## src/rtl/mod_pkg.sv

```systemverilog
// Shared definitions for the time-base generator: command field layout and FSM states.
// The field offsets depend on N and BT, so the top derives its own copies from these helpers.
package mod_pkg;

    localparam int DEF_N  = 10;
    localparam int DEF_BT = 8;

    function automatic int cmd_len_lsb(input int n);
        return n;
    endfunction

    function automatic int cmd_phrst_bit(input int n, input int bt);
        return n + bt;
    endfunction

    function automatic int cmd_periodic_bit(input int n, input int bt);
        return n + bt + 1;
    endfunction

    localparam int ADDR_LSB     = 0;
    localparam int LEN_LSB      = cmd_len_lsb(DEF_N);
    localparam int PHRST_BIT    = cmd_phrst_bit(DEF_N, DEF_BT);
    localparam int PERIODIC_BIT = cmd_periodic_bit(DEF_N, DEF_BT);

    typedef enum logic {
        IDLE = 1'b0,
        RUN  = 1'b1
    } tgen_state_t;

endpackage

```

## src/rtl/mod_tgen_dly.sv

```systemverilog
// Fixed-depth register delay line with asynchronous active-low clear of every stage.
module mod_tgen_dly #(
    parameter int DEPTH = 2,
    parameter int WIDTH = 10
) (
    input  logic             clk,
    input  logic             rstn,
    input  logic [WIDTH-1:0] d,
    output logic [WIDTH-1:0] q
);

    logic [WIDTH-1:0] stages [DEPTH];

    always_ff @(posedge clk or negedge rstn) begin
        if (!rstn) begin
            for (int i = 0; i < DEPTH; i++) stages[i] <= '0;
        end else begin
            stages[0] <= d;
            for (int i = 1; i < DEPTH; i++) stages[i] <= stages[i-1];
        end
    end

    assign q = stages[DEPTH-1];

endmodule

```

## src/rtl/mod_tgen.sv

```systemverilog
// Time-base generator: accepts waveform commands, drives the parameter-memory address
// and emits t / t_valid / sync delayed to line up with the memory read data.
module mod_tgen
    import mod_pkg::*;
#(
    parameter int BT      = 8,
    parameter int N       = 10,
    parameter int MEM_LAT = 2
) (
    input  logic            clk,
    input  logic            rstn,
    input  logic [N+BT+1:0] s_axis_tdata,
    input  logic            s_axis_tvalid,
    output logic            s_axis_tready,
    output logic [N-1:0]    mem_addr,
    output logic [BT-1:0]   t_out,
    output logic            t_valid,
    output logic            sync,
    output logic            busy
);

    localparam int L_LEN_LSB  = cmd_len_lsb(N);
    localparam int L_PHRST    = cmd_phrst_bit(N, BT);
    localparam int L_PERIODIC = cmd_periodic_bit(N, BT);

    tgen_state_t state, state_next;

    logic [BT-1:0] t_int;
    logic [BT-1:0] len_r;
    logic          phrst_r;
    logic          periodic_r;
    logic          first_r;
    logic          last;
    logic          ready;
    logic          load;
    logic          wrap;
    logic          sync_int;
    logic          t_int_valid;
    logic [BT+1:0] dly_q;

    assign last = (t_int == len_r);

    always_comb begin
        state_next = state;
        ready      = 1'b0;
        load       = 1'b0;
        wrap       = 1'b0;
        case (state)
            IDLE: begin
                ready = 1'b1;
                if (s_axis_tvalid) begin
                    load       = 1'b1;
                    state_next = RUN;
                end
            end
            RUN: begin
                if (last) begin
                    ready = 1'b1;
                    if (s_axis_tvalid)   load = 1'b1;
                    else if (periodic_r) wrap = 1'b1;
                    else                 state_next = IDLE;
                end
            end
        endcase
    end

    always_ff @(posedge clk or negedge rstn) begin
        if (!rstn) state <= IDLE;
        else       state <= state_next;
    end

    // first_r marks t_int=0 of a freshly accepted command; a periodic wrap clears it so no sync repeats.
    always_ff @(posedge clk or negedge rstn) begin
        if (!rstn) begin
            mem_addr   <= '0;
            t_int      <= '0;
            len_r      <= '0;
            phrst_r    <= 1'b0;
            periodic_r <= 1'b0;
            first_r    <= 1'b0;
        end else if (load) begin
            mem_addr   <= s_axis_tdata[N-1:0];
            len_r      <= s_axis_tdata[L_LEN_LSB +: BT];
            phrst_r    <= s_axis_tdata[L_PHRST];
            periodic_r <= s_axis_tdata[L_PERIODIC];
            t_int      <= '0;
            first_r    <= 1'b1;
        end else if (state == RUN) begin
            first_r <= 1'b0;
            if (wrap)       t_int <= '0;
            else if (!last) t_int <= t_int + 1'b1;
        end
    end

    assign s_axis_tready = ready & rstn;
    assign busy          = (state == RUN);
    assign t_int_valid   = (state == RUN);
    assign sync_int      = (state == RUN) & first_r & phrst_r;

    mod_tgen_dly #(
        .DEPTH (MEM_LAT),
        .WIDTH (BT + 2)
    ) u_dly (
        .clk  (clk),
        .rstn (rstn),
        .d    ({sync_int, t_int_valid, t_int}),
        .q    (dly_q)
    );

    assign {sync, t_valid, t_out} = dly_q;

endmodule

```

## config.mk

```make
export PLATFORM = sky130hd
export DESIGN_NAME = mod_tgen
export DESIGN_NICKNAME = d
export VERILOG_FILES = /design/src/rtl/mod_pkg.sv /design/src/rtl/mod_tgen_dly.sv /design/src/rtl/mod_tgen.sv
export SDC_FILE = /design/constraint.sdc
export NUM_CORES = 1
export LEC_CHECK = 0
export BUFFER_PORTS_ARGS = -buffer_cell sky130_fd_sc_hd__buf_2
export CAP_MARGIN = 10
export CORE_MARGIN = 2
export CORE_UTILIZATION = 36
export DETAILED_ROUTE_END_ITERATION = 10
export GPL_TIMING_DRIVEN = 0
export RECOVER_POWER = 100
export SYNTH_ARGS = -nofsm -noshare
export SYNTH_HDL_FRONTEND = slang
export SYNTH_SLANG_ARGS = --single-unit
```

## constraint.sdc

```tcl
create_clock -name clk -period 2 [get_ports clk]
set_input_delay 0.2 -clock clk [delete_from_list [all_inputs] [get_ports clk]]
set_output_delay 0.2 -clock clk [all_outputs]
set_load 0.05 [all_outputs]
```

==> run_results.csv, run 1 <==
group,metric,value,unit
drt,via_count,1194,
die,die_x,78.9,um
cts,cts_buffers,5,
place,gp_congestion,0.680,
drt,routed_wl,3.51,mm
synthesis,synth_fp_nets,160,
synthesis,synth_edf_count,0,
synthesis,synth_mux_area_frac,0.154,
setup_path,r2r_start,"t_int[1]",
outcome,outcome,"finished with violations",
synthesis,synth_cells,136,
sta,slew_viol_final,0,
cts,cts_buffer_depth,2,
place,port_buffers,44,
final_layout,area_growth,23.7,%
global_routing,grt_overflow_total,0,
synthesis,synth-simple-area-share,0.0713,
place,dp_hpwl,2.21,mm
job,max_cap_viol_count,0,
synthesis,yosys_warnings,0,
final_layout,fin_nets,223,
sta,fin_hold_ws,0.0939,ns
die,io_pins,45,
outcome,violations,"setup timing",
cts,worstSkewPairLatency,0.30,ns
sta,worst_slack,-0.0468,ns
synthesis,synth_xor_area_frac,0.0434,
synthesis,synth-compound-area-share,0.0496,
global_routing,grt_antenna_before_repair,0,
sta,finClkSkew,0.00831,ns
global_routing,grt_pass1_wl,5.58,mm
power,total_power,1.64,mW
setup_path,cp-start-kind,"register",
setup_path,cp_max_fo,3,
setup_path,end_kind,"output pin",
cts,cts_sinks,50,
setup_path,path_class,"register to output pin",
global_routing,grt_max_degree,52,
setup_path,ff2ff_setup_slack,0.07,ns
drt,wl_per_cell,12.9,um
cts,cts_hold_buffers,0,
die,row_count,27,
final_layout,antenna_cells,0,
synthesis,synth_cell_type_count,31,
die,fp.dieH,78.9,um
setup_path,crit_start,"t_int[1]",
cts,clk_pin_slew,0.09,ns
cts,cts_tree,"done",
sta,final.min_clock_period,2.05,ns
setup_path,reg2reg_to,"mem_addr[2]",
final_layout,layout_common_cells,"dfrtp_1 (44), clkbuf_1 (28), buf_2 (22)",
sta,worst_slew_pin_slew,1.09,ns
sta,max_freq,489,MHz
power,p_per_area,658,nW/um2
synthesis,ys_seq_area_frac,0.620,
hold_path,hold_path.class,"input port to async pin",
synthesis,synth_area,2020,um2
global_routing,first_global_vias,1109,
final_layout,multi_input_area,673,um2
sta,setup_viol,1,
sta,max-slew-margin-rel,0.276,
setup_path,endpoint,"s_axis_tready",
drt,drt-pass1-iter-count,4,
drt,vias_per_cell,4.39,
final_layout,regArea,1260,um2
cts,root_buffer,"clkbuf_8",
final_layout,fill_cells,532,
power,p_leak,1.21,nW
sta,finalHoldViolCount,0,
synthesis,yosys_register_bits,50,
drt,antenna_left,0,
global_routing,gr-usage-all-layers,0.120,
die,die_area,6220,um2
synthesis,synth_fa_ha_area_frac,0.00620,
sta,period_share,1.02,
die,start_util,0.369,
synthesis,synth-async-reset-ratio,1.00,
synthesis,synth_area_per_cell,14.8,um2
synthesis,synth_top_family_by_area,"multiplexers",
final_layout,layout_commonest_cell,"dfrtp_1",
drt,drtIter0Drc,75,
setup_path,cp.arrival,1.85,ns
setup_path,worst_r2r_path_depth,7,
sta,rsz0062_at_grt,"yes",
cts,htreeDepth,2,
die,coreArea,5470,um2
final_layout,drive_gt1_frac,0.410,
synthesis,ys.flop_type,"dfrtp_1",
drt,drc,0,
power,peakVddDrop,0.268,mV
setup_path,cp_data_required_time,1.80,ns
## sequential cells by signal, indices dropped and copies added, names as in the netlist
signal,cells
mem_addr,10
u_dly.q,10
u_dly.stages,10
len_r,8
t_int,8
busy,1
first_r,1
periodic_r,1
phrst_r,1
## how the worst min path moves through the flow
| stage | start | endpoint | slack, ns |
|---|---|---|---|
| 2_1_floorplan | rstn | busy | -0.1 |
| 3_3_place_gp | u_dly.stages[13] | u_dly.q[3] | 0.33 |
| 3_5_place_dp | u_dly.stages[10] | u_dly.q[0] | 0.33 |
| 4_1_cts | s_axis_tdata[17] | len_r[7] | 0.10 |
| 5_1_grt | s_axis_tdata[3] | mem_addr[3] | 0.10 |
| 6_report | rstn | len_r[0] | 0.09 |
## cell families (layout without fill, tap and decap cells)
logic type / count (synthesis) / count (layout)
and+or+nand+nor: 27 / 27
muxes: 21 / 21
adders and majority gates: 1 / 1
buffers and inverters: 15 / 79
AOI/OAI and AO/OA: 12 / 12
xor gates and xnor gates: 10 / 10
DFF: 50 / 50
## worst max-delay path: stages, from the launching register on
cell     delay (ns)
dfrtp_2        0.43
xnor2_1        0.14
nand2_1        0.13
o41ai_4        0.41
buf_6          0.16
and2_4         0.14
buf_8          0.14
## Yosys cell counts, types with 2 or more instances
cell / n / share of area
buf_2: 2 / 0.0050
nor3b_1: 2 / 0.0074
buf_4: 8 / 0.030
nand2_1: 7 / 0.013
buf_6: 3 / 0.017
mux2_4: 20 / 0.15
inv_1: 2 / 0.0037
o21ai_0: 5 / 0.012
nand3_1: 8 / 0.020
xnor2_1: 9 / 0.039
dfrtp_1: 50 / 0.62
## layout make-up
cell class / instances / share of cell area
Buffer: 12 / 0.0406
Clock inverter: 3 / 0.00852
Multi-Input combinational cell: 71 / 0.270
Clock buffer: 5 / 0.0276
Sequential cell: 50 / 0.504
Timing Repair Buffer: 57 / 0.110
Tap cell: 72 / 0.0361
Inverter: 2 / 0.00301
## where the power goes
part	switching, mW	internal, mW
Clock	0.342	0.246
Combinational	0.0279	0.0164
Sequential	0	1.01
Total	0.370	1.27
## layer usage
layer	vias up	global-route usage	share of wire	wire length, um
li1	584	-	-	-
met1	579	0.155	0.47	1650
met2	26	0.184	0.47	1630
met3	5	0.0284	0.040	140
met4	0	0.0724	0.025	89
met5	-	0	0	0
## per-stage QoR
stage	utilization	cells	setup WS (ns)	TNS, ns	instance area [um2]
after floorplan	-	136	0.111	0	2020
after global placement	0.425	252	0.0230	0	2330
after detailed placement	0.425	252	0.0185	0	2330
after CTS	0.457	268	-0.0542	-0.0542	2500
after global routing	0.456	272	-0.123	-0.123	2500
final	0.456	272	-0.0468	-0.0468	2500
## timing repair
| action | CTS | global route |
|---|---|---|
| pin swaps | 4 | 2 |
| setup endpoints to repair | 1 | 26 |
| buffers inserted | 9 | 4 |
| resized for setup | 8 | 5 |
(Power assumes the default switching activity.)
==> run 2: changes to the inputs <==
ABC_AREA = 1   (was not set)
PLACE_DENSITY_LB_ADDON = 0.12   (was not set)
==> run 2 against run 1 <==
Net effect: largest power group unchanged; the flow now finishes without violations; global-route usage increased by 1.5 points; core utilization shrank 1.9 points; critical path type unchanged; via count grew 31%; synthesized area grew 5.7%.
==> run_results.csv, run 2 <==
group,metric,value,unit
drt,top_layer,"met4",
drt,drc,0,
setup_path,r2r_start,"t_int[1]",
setup_path,cp_data_required_time,1.80,ns
final_layout,area_growth,19.1,%
sta,fin_hold_ws,0.120,ns
synthesis,yosys-top-cells-count,"nand2_1 (72), dfrtp_1 (50), nor2_1 (25)",
synthesis,synthMostInstantiatedCell,"nand2_1",
die,die_x,81.0,um
place,placed_area,2450,um2
drt,vias_per_cell,4.27,
final_layout,layout_commonest_cell,"nand2_1",
global_routing,first_global_vias,1376,
power,total_power,1.66,mW
place,gp_congestion,0.749,
cts,worstSkewPairLatency,0.30,ns
power,peakVddDrop,0.249,mV
global_routing,grt_pass1_wl,6.57,mm
job,max_cap_viol_count,0,
sta,finalHoldViolCount,0,
place,dp.cells,354,
sta,max_freq,549,MHz
die,coreArea,5820,um2
sta,rsz0062_at_grt,"no",
synthesis,synth_cell_type_count,23,
drt,drt-pass1-iter-count,5,
setup_path,ff2ff_setup_slack,0.19,ns
synthesis,ys_seq_area_frac,0.587,
synthesis,ys.flop_type,"dfrtp_1",
die,fp.dieH,81.0,um
sta,slew_viol_final,0,
place,port_buffers,44,
synthesis,synth_fp_nets,259,
setup_path,worst_r2r_path_depth,11,
final_layout,fill_cells,618,
synthesis,yosys.area.top_type,"dfrtp_1",
drt,wl_met2,1.83,mm
drt,routed_wl,4.05,mm
sta,worst_slack,0.179,ns
setup_path,critPathSlowestCell,"dfrtp_2",
synthesis,yosysTopAreaCellShare,0.587,
setup_path,critPathMaxStageDelay,0.45,ns
outcome,outcome,"finished clean",
drt,wl_met3,167,um
global_routing,grt_overflow_total,0,
synthesis,ys_top_cells_by_area,"dfrtp_1 (59%), nand2_1 (13%), nor2_1 (4.4%)",
setup_path,cp-start-kind,"register",
setup_path,reg2reg_to,"periodic_r",
final_layout,layout_common_cells,"nand2_1 (74), dfrtp_1 (44), inv_1 (25)",
hold_path,holdPathStages,3,
sta,period_share,0.911,
drt,drtIter0Drc,94,
setup_path,cpLargestDelayFamily,"simple AND/OR/NAND/NOR gates",
drt,wl_per_cell,11.0,um
power,p_per_area,653,nW/um2
final_layout,finalInstanceArea,2540,um2
place,dp_hpwl,2.68,mm
setup_path,worstPathCellList,"nand2_1 > nand2_1 > nor2_1 > nand2_1 > nor2_2 > nor2_2 > nor2_1 > buf_6",
setup_path,cp_max_fo,5,
sta,setup_viol,0,
global_routing,gr-usage-all-layers,0.135,
cts,cts_tree,"done",
setup_path,end_kind,"output pin",
setup_path,path_buf_inv,1,
sta,finClkSkew,0.00676,ns
die,io_pins,45,
cts,cts_buffer_depth,2,
sta,setup_tns,0,ns
synthesis,yosys_warnings,0,
cts,cts_sinks,50,
final_layout,fin_cells,367,
die,die_area,6560,um2
sta,worst_slew_pin_slew,0.745,ns
setup_path,path_class,"register to output pin",
final_layout,antenna_cells,0,
final_layout,postLayoutCoreUtil,0.437,
cts,htreeDepth,2,
die,start_util,0.367,
cts,root_buffer,"clkbuf_8",
cts,cts_buffers,5,
hold_path,hold_path.class,"input port to register",
setup_path,path_common_cell,"nand2_1",
cts,clk_pin_slew,0.09,ns
drt,antenna_left,0,
drt,via_count,1568,
sta,max-slew-margin-rel,0.503,
synthesis,synth_cells,235,
sta,final.min_clock_period,1.82,ns
final_layout,drive_gt1_frac,0.223,
drt,wl_met1,1.98,mm
synthesis,synth-async-reset-ratio,1.00,
setup_path,cp.arrival,1.62,ns
final_layout,fin_nets,315,
global_routing,grt_max_degree,52,
die,row_count,28,
place,place_ws,0.207,ns
synthesis,synth_edf_count,0,
power,p_leak,1.31,nW
synthesis,synth_area,2130,um2
hold_path,hp-start,"s_axis_tdata[4]",
global_routing,grt_antenna_before_repair,0,
synthesis,yosys_register_bits,50,
synthesis,synth_area_per_cell,9.08,um2
hold_path,timing.hold.worst_endpoint,"mem_addr[4]",
-- run 2: final cells by class --
| cell class | instances | area [um2] | area share |
|---|---|---|---|
| Multi-Input combinational cell | 144 | 667 | 0.263 |
| Tap cell | 75 | 93.8 | 0.0369 |
| Inverter | 27 | 101 | 0.0399 |
| Timing Repair Buffer | 49 | 238 | 0.0936 |
| Clock inverter | 1 | 5.00 | 0.00197 |
| Sequential cell | 50 | 1260 | 0.496 |
| Clock buffer | 7 | 86.3 | 0.0340 |
| Buffer | 14 | 90.1 | 0.0355 |
-- run 2: layer usage --
layer / vias to the layer above / GRT usage
li1: 821 / -
met1: 710 / 0.177
met2: 31 / 0.213
met3: 6 / 0.0400
met4: 0 / 0.0508
met5: - / 0
-- run 2: worst max-delay path by stage --
stage	endpoint	cells after the start	from
floorplan	s_axis_tready	4	busy
global placement	s_axis_tready	4	rstn
detailed placement	s_axis_tready	4	rstn
CTS	s_axis_tready	9	t_int[5]
global route	s_axis_tready	9	t_int[2]
finish	s_axis_tready	8	t_int[6]
-- run 2: worst min-delay path: cells and delay by family --
kind / cells / cell delay [ns]
buf+inv: 1 / 0.07
simple gates: 2 / 0.12
-- run 2: power breakdown --
| part | leakage (nW) | switching, mW | total (mW) | internal (mW) |
|---|---|---|---|---|
| clock network | 0.0482 | 0.322 | 0.602 | 0.280 |
| registers | 0.554 | 0 | 1.01 | 1.01 |
| logic | 0.707 | 0.0298 | 0.0474 | 0.0177 |
-- run 2: timing repair --
item                                   4_1_cts  5_1_grt
setup buffers                                0        3
gates resized for setup                      0       11
setup endpoints to repair                    0        1
endpoints found under the hold margin        0       20
hold buffers                                 0        1
-- run 2: kinds of logic (layout without fill, tap and decap cells) --
group | count (synthesis) | count (layout) | synth area share
buf+inv | 41 | 98 | 0.0956
flops | 50 | 50 | 0.587
simple gates | 119 | 119 | 0.231
xor+xnor | 4 | 4 | 0.0164
compound gates | 20 | 20 | 0.0645
fa+ha+maj | 1 | 1 | 0.00586
==> run 3: changes to the inputs <==
ABC_AREA = not set   (was 1)
==> run 3 against run 2 <==
Net effect: the flow now finishes with violations (setup timing); clock power about the same; hold slack better by 0.00067 ns; combinational power is 8.9% higher.
==> run_results.csv, run 3 (synthesized netlist as in run 1, its figures left out) <==
group,metric,value,unit
outcome,outcome,"finished with violations",
outcome,violations,"setup timing",
place,gp_congestion,0.753,
drt,vias_per_cell,4.58,
final_layout,postLayoutCoreUtil,0.479,
final_layout,layout_common_cells,"dfrtp_1 (44), buf_2 (43), mux2_4 (20)",
final_layout,fin_nets,223,
die,die_area,6220,um2
setup_path,reg2reg_to,"len_r[5]",
drt,drtIter0Drc,45,
die,fp.dieH,78.9,um
setup_path,cp_data_required_time,1.80,ns
cts,cts_sinks,50,
drt,routed_wl,3.65,mm
final_layout,layout_commonest_cell,"dfrtp_1",
final_layout,regArea,1260,um2
sta,slew_viol_final,0,
final_layout,fill_cells,517,
power,p_per_area,633,nW/um2
sta,period_share,1.02,
sta,max_freq,489,MHz
final_layout,area_growth,30.0,%
drt,drt-pass1-iter-count,4,
die,io_pins,45,
setup_path,worst_r2r_path_depth,7,
setup_path,cp-start-kind,"register",
setup_path,cp.arrival,1.84,ns
sta,finClkSkew,0.0114,ns
cts,worstSkewPairLatency,0.30,ns
sta,rsz0062_at_grt,"yes",
die,die_x,78.9,um
final_layout,antenna_cells,0,
setup_path,path_class,"register to output pin",
place,port_buffers,44,
sta,setup_viol,1,
place,dp.cells,252,
cts,htreeDepth,2,
setup_path,end_kind,"output pin",
die,coreArea,5470,um2
drt,antenna_left,0,
setup_path,endpoint,"s_axis_tready",
cts,cts_buffers,5,
die,row_count,27,
job,max_cap_viol_count,0,
sta,final.min_clock_period,2.04,ns
cts,cts_tree,"done",
global_routing,grt_max_degree,52,
sta,worst_slew_pin_slew,0.627,ns
global_routing,grt_pass1_wl,5.76,mm
cts,cts_buffer_depth,2,
drt,via_count,1247,
drt,drc,0,
place,dp_hpwl,2.30,mm
final_layout,drive_gt1_frac,0.535,
power,p_leak,1.33,nW
sta,setup_tns,-0.0446,ns
global_routing,first_global_vias,1180,
setup_path,crit_start,"t_int[2]",
drt,wl_per_cell,13.4,um
sta,max-slew-margin-rel,0.582,
sta,fin_hold_ws,0.121,ns
final_layout,fin_cells,272,
cts,root_buffer,"clkbuf_8",
power,peakVddDrop,0.273,mV
global_routing,grt_antenna_before_repair,0,
sta,finalHoldViolCount,0,
sta,worst_slack,-0.0446,ns
global_routing,gr-usage-all-layers,0.120,
cts,clk_pin_slew,0.09,ns
setup_path,r2r_start,"t_int[2]",
setup_path,ff2ff_setup_slack,0.03,ns
setup_path,cp_max_fo,6,
final_layout,multi_input_area,672,um2
die,start_util,0.369,
global_routing,grt_overflow_total,0,
hold_path,hold_path.class,"input port to register",
## run 3: changes by cell type in the layout (fill, tap and decap cells not counted), sizes merged, moves of 2 or more
cell and change:
nand2 -68, buf +32, clkbuf -27, nor2 -25
inv -24, mux2 +21, a21oi -11, nand3 -7
xnor2 +6, and3 +2, nor3b +2
## run 3: critical path: stages, from the launching register on
cell and delay (ns):
dfrtp_2 0.45, xnor2_1 0.14, nand2_1 0.13, o41ai_4 0.39, buf_6 0.15, and2_4 0.14
buf_8 0.14
## run 3: layer usage
metal,global-route usage,vias to the layer above,wire [um]
met4,0.0466,0,54
met5,0,-,0
met3,0.0352,5,169
met1,0.158,623,1630
met2,0.187,32,1790
li1,-,587,-
## run 3: worst min path at each step
| stage | from | slack [ns] | cells past startpoint | endpoint |
|---|---|---|---|---|
| after floorplan | rstn | -0.1 | 0 | busy |
| after global placement | u_dly.stages[16] | 0.33 | 0 | u_dly.q[6] |
| after detailed placement | u_dly.stages[17] | 0.33 | 0 | u_dly.q[7] |
| after CTS | s_axis_tdata[6] | 0.11 | 2 | mem_addr[6] |
| after global routing | s_axis_tdata[18] | 0.11 | 2 | phrst_r |
| final | s_axis_tdata[6] | 0.12 | 2 | mem_addr[6] |
## run 3: power by group
part | switching (mW) | internal (mW)
clock | 0.322 | 0.278
combinational | 0.0300 | 0.0216
sequential | 0 | 1.01
## run 3: per-stage QoR
stage                     setup WS [ns]  area, um2  total power [mW]
after floorplan                   0.111       2020              1.03
after global placement           0.0338       2330              1.07
after detailed placement         0.0147       2330              1.08
after CTS                       -0.0466       2480              1.68
after global routing             -0.127       2620              1.75
final                           -0.0446       2620              1.66
## run 3: layout make-up
class | instances | share of cell area
sequential | 50 | 0.480
multi-input combinational | 71 | 0.256
timing repair buffer | 57 | 0.144
buffer | 12 | 0.0467
tap | 72 | 0.0343
clock buffer | 6 | 0.0315
clock inverter | 2 | 0.00477
inverter | 2 | 0.00286
## run 3: repair_timing
item,4_1_cts,5_1_grt
pin swaps,3,3
setup endpoints to repair,1,27
resized for setup,8,11
gates cloned,0,2
hold buffers,0,1
buffers inserted,6,3
endpoints found under the hold margin,0,9
